## config.mk

```make
export PLATFORM = sky130hd
export DESIGN_NAME = mux16_rr_sched
export DESIGN_NICKNAME = d
export VERILOG_FILES = /design/src/rtl/mux16_rr_sched.sv
export SDC_FILE = /design/constraint.sdc
export NUM_CORES = 1
export LEC_CHECK = 0
export BUFFER_PORTS_ARGS = -buffer_cell sky130_fd_sc_hd__clkbuf_2
export CAP_MARGIN = 20
export CORE_ASPECT_RATIO = 1.75
export CORE_MARGIN = 2
export CORE_UTILIZATION = 35
export CTS_CLUSTER_SIZE = 20
export DETAILED_ROUTE_END_ITERATION = 10
export PLACE_DENSITY_LB_ADDON = 0.1
export SYNTH_ARGS = -nofsm -noshare
export SYNTH_HDL_FRONTEND = slang
export SYNTH_SLANG_ARGS = --single-unit
```

## constraint.sdc

```tcl
create_clock -name clk -period 8.7 [get_ports clk]
set_input_delay 0.87 -clock clk [delete_from_list [all_inputs] [get_ports clk]]
set_output_delay 0.87 -clock clk [all_outputs]
set_load 0.1 [all_outputs]
```

## src/rtl/mux16_rr_sched.sv

```systemverilog
// Round-robin scheduler sharing a 16:1 DW-bit mux among 16 requesters.
// Grants one winner at a time, captures the mux output, and hands it downstream over valid/ready.
module mux16_rr_sched #(
  parameter int DW = 8
) (
  input  logic          clk,
  input  logic          rst,
  input  logic [15:0]   req,
  input  logic [DW-1:0] mux_out,
  output logic [3:0]    sel,
  output logic [15:0]   gnt,
  output logic [DW-1:0] dout,
  output logic          dout_valid,
  input  logic          dout_ready,
  output logic          busy
);

  typedef enum logic [1:0] {
    IDLE = 2'd0,
    LOAD = 2'd1,
    HOLD = 2'd2
  } state_t;

  state_t        state_q, state_d;
  logic [3:0]    ptr_q, ptr_d;
  logic [3:0]    sel_q, sel_d;
  logic [15:0]   gnt_q, gnt_d;
  logic [DW-1:0] dout_q, dout_d;
  logic          dout_valid_q, dout_valid_d;
  logic          busy_s;

  logic [31:0]   req_dbl_s;
  logic [15:0]   req_rot_s;
  logic [3:0]    winner_s;

  function automatic logic [3:0] first_set(input logic [15:0] v);
    logic [3:0] idx;
    idx = 4'd0;
    for (int i = 15; i >= 0; i--) begin
      if (v[i]) idx = i[3:0];
    end
    return idx;
  endfunction

  // Rotate so bit 0 is the ptr position; the first set bit is the offset from ptr.
  always_comb begin
    req_dbl_s = {req, req};
    req_rot_s = req_dbl_s[ptr_q +: 16];
    winner_s  = ptr_q + first_set(req_rot_s);
  end

  always_ff @(posedge clk) begin
    if (rst) begin
      state_q <= IDLE;
    end else begin
      state_q <= state_d;
    end
  end

  always_comb begin
    state_d = state_q;
    case (state_q)
      IDLE: begin
        if (req != 16'd0) state_d = LOAD;
        else              state_d = IDLE;
      end
      LOAD: state_d = HOLD;
      HOLD: begin
        if (dout_ready) state_d = IDLE;
        else            state_d = HOLD;
      end
      default: state_d = IDLE;
    endcase
  end

  // gnt defaults to zero every cycle, which is what makes it a single-cycle pulse.
  always_comb begin
    sel_d        = sel_q;
    gnt_d        = 16'd0;
    dout_d       = dout_q;
    dout_valid_d = dout_valid_q;
    ptr_d        = ptr_q;
    busy_s       = (state_q != IDLE);
    case (state_q)
      IDLE: begin
        if (req != 16'd0) begin
          sel_d = winner_s;
          gnt_d = 16'd1 << winner_s;
        end else begin
          sel_d = sel_q;
        end
      end
      LOAD: begin
        dout_d       = mux_out;
        dout_valid_d = 1'b1;
      end
      HOLD: begin
        if (dout_ready) begin
          dout_valid_d = 1'b0;
          ptr_d        = sel_q + 4'd1;
        end else begin
          dout_valid_d = dout_valid_q;
        end
      end
      default: begin
        gnt_d = 16'd0;
      end
    endcase
  end

  always_ff @(posedge clk) begin
    if (rst) begin
      sel_q        <= 4'd0;
      gnt_q        <= 16'd0;
      dout_q       <= {DW{1'b0}};
      dout_valid_q <= 1'b0;
      ptr_q        <= 4'd0;
    end else begin
      sel_q        <= sel_d;
      gnt_q        <= gnt_d;
      dout_q       <= dout_d;
      dout_valid_q <= dout_valid_d;
      ptr_q        <= ptr_d;
    end
  end

  assign sel        = sel_q;
  assign gnt        = gnt_q;
  assign dout       = dout_q;
  assign dout_valid = dout_valid_q;
  assign busy       = busy_s;

endmodule

```

==> out/qor.txt <==
Via count of the first global-routing pass: 2402
Total global routing track utilization: 18.5%
Post-synth net total: 318
FF+latch area: 701 um^2
Count of state elements after synthesis: 35
Number of cells upsized or downsized after cts: 0
Wire length per cell after detailed routing: 17.4 um
Initial cell density of the core: 35.4%
Max cap viols: 0
Inserted Diodes: 0
Kind of end point of the critical path: register
Peak fanout along the critical path: 24
Final estimated routing congestion in global placement: 0.910
Layout filler cell count: 750
Number of detailed-routing iterations run before antenna repair: 4
Multi-input combinational cell area: 1810 um^2
Result of the run: finished clean
Most used routing layer in global routing: met2
Remaining design rule violation count: 0
Synth top area cells: dfxtp_1 (27%), mux4_1 (8.0%), mux2_2 (6.0%), mux4_2 (6.0%), mux2i_1 (5.7%)
Crit path DAT: 4.25 ns
Fraction of final layout cells with drive strength greater than 1: 30.6%
Fraction of met3 tracks used by global routing: 1.78%
Worst-case setup margin in the final layout: 4.58 ns
Overall routed net length: 7400 um
Post-DRT Antenna Nets: 0
Proportion of synthesized chip area in sequential cells: 26.5%
Final Cycle Share: 47.3%
Top cell type's share of synthesized area: 26.5%
Total vias in the final route: 2433
Detail-routed via count per cell: 5.72
Final total power: 0.581 mW
Clock Tree Root: clkbuf_16
TritonCTS clock tree: yes
H-tree level count: 2
Number of setup violations in the final report: 0
Setup repair after global routing missed its margin: false
WHS: 0.454 ns
Area of the core: 7460 um^2
Final Hold Fails: 0
Clock Pin Slew Worst Setup and Hold Paths: 0.05 ns
DP HPWL: 5670 um
Number of max-slew violations in the final report: 0
Std cell rows: 42
Post-synth EDFFs: 0
Data required time at the worst endpoint: 8.83 ns
Ratio of total power to cell area: 186 nW/um^2
Worst IR drop on VDD: 194 uV
Number of antenna violations at the first check in global routing: 0
Count of distinct cell types in the synthesized netlist: 58
I/O pins: 57
Iteration-0 DRC count of the detailed router: 211
Hold Crit Class: register to register
Largest net degree at the start of global routing: 29
Number of instances in the synthesized netlist: 286
Leak pwr: 1.21 nW
Top cells by count, synth: dfxtp_1 (35), nand2_1 (29), a21oi_1 (21), nor2_1 (21), nor3_1 (20)
Top flip-flop cell by instance count after synthesis: dfxtp_1
Post-route setup TNS: 0 ns
Startpoint types: register
Vertical die dimension: 119 um
Die width: 69.7 um
Most used standard cell by instance count after synthesis: dfxtp_1
GR Util met1: 19.9%
Launch point of the worst path: ptr_q[1]
Final clock skew: 0.00416 ns
Relative area change from synthesis to final layout: 18.5%
Port bufs: 56
Crit Reg-Reg Startpoint: ptr_q[1]
Achievable clock frequency: 243 MHz
Cell type with the highest aggregate area in the netlist: dfxtp_1
Clock sink count: 35
Actual slew at the worst max-slew pin: 0.816 ns
Mean post-synth cell area: 9.24 um^2
Number of buffers added by the clock tree synthesis step: 5
First-pass GRT wire length: 12000 um
Slew HR: 44.9%
Number of nets in the final layout: 368
CTS Hold Buffers Added: 0
Worst-Skew Late Latency: 0.28 ns
Number of warnings issued by yosys: 0
Proportion of synthesized flip-flops having asynchronous set or reset: 0%
Worst setup path category: register to register
Post-CTS setup-driven buffer insertion count: 0
Global Route met2 Usage: 32.8%
Total gr overflow: 0
Total die area: 8290 um^2
Netlist area before placement: 2640 um^2
Setup slack at placement: 4.30 ns
Worst-case clock buffer depth: 2
Critical hold path startpoint: ptr_q[1]
Final critical path time including I/O delays and setup: 4.12 ns
-- cells in the final DEF (no fill, tap or decap), types with 2 or more instances in the layout --
cell type,n
mux2_2,14
ha_1,4
o31ai_1,3
inv_1,5
mux4_1,8
nor2_1,21
a21o_1,4
mux4_2,7
clkbuf_16,5
nor3_1,20
or2_2,4
a211o_1,2
o21ai_0,9
clkbuf_2,56
nand2_1,29
nand2b_1,8
or3_1,3
nand4_1,4
buf_4,4
mux2i_1,15
a21oi_1,21
nand3_1,5
and2_1,2
dfxtp_1,35
a2111oi_0,2
xnor2_1,3
a31oi_1,2
a211oi_1,5
nor4_1,7
nor2b_1,2
-- per-stage QoR --
step	utilization, %	cell area (um^2)	instances
finish	42.0	3130	425
detailed placement	39.6	2960	417
CTS	42.0	3130	425
global route	42.0	3130	425
floorplan	-	2640	286
global placement	39.6	2960	417
-- power breakdown --
group	leakage, nW	internal (mW)	total [mW]	switching (mW)
clock	0.0868	0.142	0.206	0.0643
sequential	0.285	0.170	0.177	0.00648
combinational	0.839	0.0562	0.198	0.142
-- state kept, by name, summed over array words and instances (netlist names) --
register and flops:
gnt 16, dout 8, ptr_q 4, sel 4
state_q 2, dout_valid 1
-- worst max-delay path, stage by stage (launching register included) --
cell	delay, ns
dfxtp_1	0.32
buf_4	0.32
mux4_1	0.66
mux2_2	0.34
nand2b_1	0.19
nor4_1	0.31
a21oi_1	0.06
or2_2	0.29
a21oi_1	0.17
ha_1	0.25
a21o_1	0.15
a21oi_1	0.17
xnor2_1	0.16
xnor2_2	0.43
a211oi_2	0.13
-- cell type report --
type	instances	area share [%]
multi-input combinational	228	57.9
sequential	35	22.4
timing repair buffer	60	9.91
clock buffer	6	4.43
tap	88	3.52
clock inverter	2	1.12
inverter	6	0.719
-- cells by family (layout without fill, tap and decap cells) --
kind of cell    after synthesis  after routing  share of synthesized area [%]
xor+xnor                      6              6                           2.56
mux                          46             46                           26.6
simple gates                112            112                           21.2
buf+inv                      23             74                           4.87
compound gates               59             59                           15.6
fa+ha+maj                     5              5                           2.65
flops                        35             35                           26.5
-- worst paths after layout --
kind,end,slack [ns],cells after the start
max,sel[3],4.58,14
max reg2reg,sel[3],4.58,14
min reg2reg,ptr_q[1],0.45,2
min,ptr_q[1],0.45,2
-- metal layers --
metal | share of wire [%] | vias to the layer above
li1 | - | 1186
met1 | 37 | 1136
met2 | 53 | 81
met3 | 3.4 | 30
met4 | 6.5 | 0
met5 | 0 | -
Note: power is estimated with default switching activity, not from simulation.
